File: config.mk
export PLATFORM = sky130hd
export DESIGN_NAME = pipelined_cla_adder
export DESIGN_NICKNAME = d
export VERILOG_FILES = /design/src/rtl/cla_pkg.sv /design/src/rtl/cla_group.sv /design/src/rtl/pipelined_cla_adder.sv
export SDC_FILE = /design/constraint.sdc
export NUM_CORES = 1
export LEC_CHECK = 0
export ABC_AREA = 1
export CAP_MARGIN = 20
export CORE_MARGIN = 2
export CORE_UTILIZATION = 27
export DETAILED_ROUTE_END_ITERATION = 8
export PLACE_DENSITY = 0.41
export SLEW_MARGIN = 25
export SYNTH_ARGS = -nofsm -noshare
export SYNTH_HDL_FRONTEND = slang
export SYNTH_SLANG_ARGS = --single-unit
File: constraint.sdc
create_clock -name clk -period 2.2 [get_ports clk]
set_input_delay 0.33 -clock clk [delete_from_list [all_inputs] [get_ports clk]]
set_output_delay 0.33 -clock clk [all_outputs]
set_load 0.03 [all_outputs]
File: src/rtl/cla_pkg.sv
// Shared definitions for the pipelined carry-lookahead adder: operation
// encoding, default group size and the stage-0 carry-in selection.
package cla_pkg;

   typedef enum logic {
      OP_ADD = 1'b0,
      OP_SUB = 1'b1
   } op_e;

   localparam int CLA_GROUP = 4;

   // Subtraction is a + ~b + 1, so the first group always sees a carry of 1.
   function automatic logic group_cin(input logic op, input logic cin);
      return (op_e'(op) == OP_SUB) ? 1'b1 : cin;
   endfunction

endpackage

File: src/rtl/cla_group.sv
// One GROUP-bit carry-lookahead slice. Every carry is a flat sum of products
// of the group's generate/propagate terms and the group carry-in.
module cla_group
   import cla_pkg::*;
#(
   parameter int GROUP = CLA_GROUP
) (
   input  logic [GROUP-1:0] a,
   input  logic [GROUP-1:0] b,
   input  logic             ci,
   output logic [GROUP-1:0] s,
   output logic             co,
   output logic             c_msb_in
);

   logic [GROUP-1:0] g;
   logic [GROUP-1:0] p;
   logic [GROUP:0]   c;

   assign g = a & b;
   assign p = a ^ b;

   // c[i+1] = ci&p[0..i] | g[0]&p[1..i] | ... | g[i], built without ripple
   always_comb begin
      logic term;
      term = 1'b0;
      c    = '0;
      c[0] = ci;
      for (int i = 0; i < GROUP; i++) begin
         term = ci;
         for (int m = 0; m <= i; m++) begin
            term = term & p[m];
         end
         c[i+1] = term;
         for (int j = 0; j <= i; j++) begin
            term = g[j];
            for (int m = j + 1; m <= i; m++) begin
               term = term & p[m];
            end
            c[i+1] = c[i+1] | term;
         end
      end
   end

   assign s        = p ^ c[GROUP-1:0];
   assign co       = c[GROUP];
   assign c_msb_in = c[GROUP-1];

endmodule

File: src/rtl/pipelined_cla_adder.sv
// Pipelined adder/subtractor: one carry-lookahead group per stage, the
// group carry-out registered into the next stage, with valid/ready flow control.
module pipelined_cla_adder
   import cla_pkg::*;
#(
   parameter int WIDTH = 16,
   parameter int GROUP = CLA_GROUP
) (
   input  logic             clk,
   input  logic             rst,
   input  logic             in_valid,
   output logic             in_ready,
   input  logic [WIDTH-1:0] a,
   input  logic [WIDTH-1:0] b,
   input  logic             cin,
   input  logic             op,
   output logic             out_valid,
   input  logic             out_ready,
   output logic [WIDTH-1:0] sum,
   output logic             cout,
   output logic             ovf
);

   localparam int N = WIDTH / GROUP;

   if ((WIDTH % GROUP) != 0 || WIDTH < 4) begin : g_bad_width
      $error("pipelined_cla_adder: WIDTH must be >= 4 and a multiple of GROUP");
   end

   logic             adv;
   logic [N-1:0]     valid_reg;
   logic [N-1:0]     carry_reg;
   logic             ovf_reg   [N];
   logic             op_reg    [N];
   logic [WIDTH-1:0] a_reg     [N];
   logic [WIDTH-1:0] b_reg     [N];
   logic [WIDTH-1:0] sum_reg   [N];

   // The whole pipe moves as one; a stalled output freezes every stage.
   assign adv      = out_ready || !valid_reg[N-1];
   assign in_ready = adv;

   for (genvar gi = 0; gi < N; gi++) begin : g_stage
      logic             v_in;
      logic             op_in;
      logic             c_in;
      logic [WIDTH-1:0] a_in;
      logic [WIDTH-1:0] b_in;
      logic [WIDTH-1:0] s_in;
      logic [WIDTH-1:0] s_next;
      logic [GROUP-1:0] grp_b;
      logic [GROUP-1:0] grp_s;
      logic             grp_co;
      logic             grp_cmsb;

      if (gi == 0) begin : g_head
         assign v_in  = in_valid;
         assign op_in = op;
         assign c_in  = group_cin(op, cin);
         assign a_in  = a;
         assign b_in  = b;
         assign s_in  = '0;
      end else begin : g_body
         assign v_in  = valid_reg[gi-1];
         assign op_in = op_reg[gi-1];
         assign c_in  = carry_reg[gi-1];
         assign a_in  = a_reg[gi-1];
         assign b_in  = b_reg[gi-1];
         assign s_in  = sum_reg[gi-1];
      end

      assign grp_b = b_in[gi*GROUP +: GROUP] ^ {GROUP{op_in}};

      cla_group #(
         .GROUP(GROUP)
      ) u_group (
         .a       (a_in[gi*GROUP +: GROUP]),
         .b       (grp_b),
         .ci      (c_in),
         .s       (grp_s),
         .co      (grp_co),
         .c_msb_in(grp_cmsb)
      );

      always_comb begin
         s_next                     = s_in;
         s_next[gi*GROUP +: GROUP]  = grp_s;
      end

      always_ff @(posedge clk) begin
         if (rst) begin
            valid_reg[gi] <= 1'b0;
            carry_reg[gi] <= 1'b0;
            ovf_reg[gi]   <= 1'b0;
            sum_reg[gi]   <= '0;
         end else if (adv) begin
            valid_reg[gi] <= v_in;
            carry_reg[gi] <= grp_co;
            ovf_reg[gi]   <= grp_cmsb ^ grp_co;
            sum_reg[gi]   <= s_next;
         end
      end

      always_ff @(posedge clk) begin
         if (adv) begin
            op_reg[gi] <= op_in;
            a_reg[gi]  <= a_in;
            b_reg[gi]  <= b_in;
         end
      end
   end

   assign out_valid = valid_reg[N-1];
   assign sum       = sum_reg[N-1];
   assign cout      = carry_reg[N-1];
   assign ovf       = ovf_reg[N-1];

endmodule
==> summary.md <==
The flow ran to the end, and the final reports show no timing, DRC or antenna violations. When the netlist entered floorplanning its net count stood at 376. The region available for standard cell placement spans 15200 um2. The layout filler cell count is 1522. After detailed routing, the number of remaining DRC violations is 0. The final hold violation count is 0.

The detailed placer's ending HPWL was 4220 um; the average detailed-routed wire length per instance was 10.8 um. The clock transition at the register clock pins on the worst setup and hold paths after CTS was 0.07 ns. Sort of element at the end of the critical path: a primary output. The net count of the finished layout is 450.

The detailed-route wire length came out at 6250 um. Yosys mapped a number of flops with a built-in enable equal to 92. Setup violations remaining at the end of the flow were counted as 0. The async set-or-reset flop fraction in the synthesized netlist was 0%. Measured along the y axis, the die boundary spans 129 um.

For the via count of the first global-routing pass, the log shows 2268. The first global-routing pass estimated 10800 um of wire. Dividing the detail-routed via count by the number of cells gives 3.85. Based on the critical path, the design can be clocked at up to 493 MHz. The cell sitting at the root of the clock tree is a clkbuf_16. On the final layout, the worst clock skew is 0.00424 ns.

The longest clock path from root to sink contains 2 buffers. The tools report the sequential fraction of the synthesis area as 69.7%. After clock tree synthesis, the flow added hold-fix buffers numbering 0. After floorplanning, the core was divided into 45 placement rows. Setup repair after global routing left no endpoint under its margin.

TritonCTS built the clock tree. In this run the static leakage power is 2.19 nW. The repair_antennas step left the layout with diodes totalling 0.

At the pin with the least slew margin, the transition time is 0.630 ns. The number of buffers created by CTS is 9, and the required time reported for the critical path endpoint is 1.87 ns. Startpoint type of the worst setup path: an input port.

The area growth from synthesis to layout was 27.6%. The run gives 58 as the number of placed I/O pins. The tools report the H-tree depth as 3. The library cells used most frequently in the layout, excluding fill and tap cells, are edfxtp_1 (92), clkdlybuf4s50_1 (57), inv_1 (54). Count of distinct cell types in the synthesized netlist: 25. Number of storage elements in the synthesis netlist: 100.

Shortest period the worst path allows: 2.03 ns. The worst-case IR drop observed on VDD is 0.497 mV. The clock sink count is 100.

The number of pins with negative max-slew slack in the final report is 0, and the gate count after technology mapping is 314. The via count is 2237, and the die area is 16500 um2. In this run the tool buffered the top-level ports with 57 buffer cells.

The min-delay analysis places its worst path in the category register to register. The tools report the number of nets with antenna violations after routing as 0. The critical-path maximum fanout is 3, and the endpoint arrival time on the critical path is 1.70 ns.

The mapped netlist covers 4190 um2. Dividing total power by cell area gives a power density of 852 nW/um2. The number of antenna violations at the first check in global routing was 0; the fraction of final layout cells sized beyond drive strength 1 was 8.91%.

The number of iterations in the first detailed-routing pass was 4. After routing, the total negative slack on setup checks comes to 0 ns. In the global route stage, overall resource usage came out at 8.58%. The flip-flop count of the largest register, all copies and words added is 40, and the die extent in x is 129 um.

The critical path in this run is classified as input port to primary output. The worst path uses 92.3% of the clock period. In the synthesized netlist the dominant register cell turns out to be edfxtp_1. The synthesized area divided by synthesized cell count was 13.3 um2; the number of violations reported at the end of detailed-routing iteration 0 was 124. The congestion estimate from routability-driven global placement came to 0.673. The Yosys step of the flow raised 0 warnings. For this run, the share of the core covered by cells in the final layout is 35.2%. The total overflow left after global routing is 0.

The run gives 0 as the count of max-cap constraint violations. Most frequent standard cell in the layout excluding fill and tap cells: edfxtp_1. Entering global routing, the biggest net connects 52 pins.

The starting utilization of the core area was 27.6%. The worst pin sits at a relative slew slack of 58.0%. At the later pin of the worst-skew pair, clock insertion delay measures 0.34 ns.
-- worst max-delay path: stages --
cell and delay [ns]:
clkdlybuf4s50_1 0.44, nor2_4 0.25, inv_2 0.08, clkdlybuf4s50_1 0.60
-- where the power goes --
part           switching (W)  leakage, nW  internal, W
combinational       0.000339        0.951     0.000294
clock               0.000705        0.145     0.000896
sequential         0.0000572         1.09      0.00227
-- final cells by class --
cell class              count  area (um2)  share of cell area (%)
flip-flops and latches    100        2920                    54.6
well taps                 188         235                    4.40
multi-input cells         153        1010                    18.9
clock buffers              10         229                    4.28
inverters                  56         213                    3.98
clock inverters             6        71.3                    1.33
repair buffers             68         666                    12.4
-- through the flow --
stage	std cells	power [W]	hold slack [ns]	setup WS, ns	area, um2
2_1_floorplan	314	0.00276	0.400	0.0237	4190
3_3_place_gp	565	0.00300	0.403	0.00564	5040
3_5_place_dp	565	0.00301	0.405	-0.00978	5040
4_1_cts	581	0.00465	0.420	0.153	5340
5_1_grt	581	0.00482	0.422	0.0533	5350
6_report	581	0.00456	0.418	0.170	5350
-- cell usage after synthesis (2+ instances only) --
| master | instances | share of area, % |
|---|---|---|
| edfxtp_1 | 92 | 66 |
| inv_1 | 55 | 4.9 |
| nor2_1 | 42 | 3.8 |
| nand2_1 | 35 | 3.1 |
| ha_1 | 20 | 6.0 |
| xor2_1 | 16 | 3.3 |
| nand3_1 | 9 | 1.1 |
| dfxtp_1 | 8 | 3.8 |
| o21ai_0 | 7 | 0.84 |
| buf_6 | 4 | 1.1 |
| fa_1 | 4 | 1.9 |
| xnor2_1 | 4 | 0.84 |
| nand4_1 | 3 | 0.45 |
| a21oi_1 | 2 | 0.24 |
| nor3_1 | 2 | 0.24 |
| o22ai_1 | 2 | 0.30 |
-- path summary, 6_finish.rpt --
check,from,to,slack [ns],depth (start not counted)
max,out_ready,in_ready,0.17,4
min,b_reg[0][9],b_reg[1][9],0.42,0
min reg2reg,b_reg[0][9],b_reg[1][9],0.42,0
max reg2reg,op_reg[2],ovf_reg[3],0.20,10
-- what timing repair did --
item / in CTS / in global routing
endpoints found under the hold margin: 0 / 0
gates resized for setup: 0 / 1
setup buffers: 0 / 0
endpoints found under the setup margin: 0 / 1
-- kinds of logic after synthesis --
family                   synth area share, %
adder cells (fa/ha/maj)                 7.88
XOR/XNOR                                4.18
AND/OR/NAND/NOR                         9.97
buffers and inverters                   6.27
flip-flops                              69.7
AO/OA/AOI/OAI                           1.97
-- metal layers --
metal,vias up,track usage (%),part of all wire (%)
met4,0,3.64,1.8
met2,48,13.3,44
met3,8,3.91,5.8
met1,998,10.4,49
li1,1183,-,-
met5,-,0,0
(Power assumes the default switching activity.)
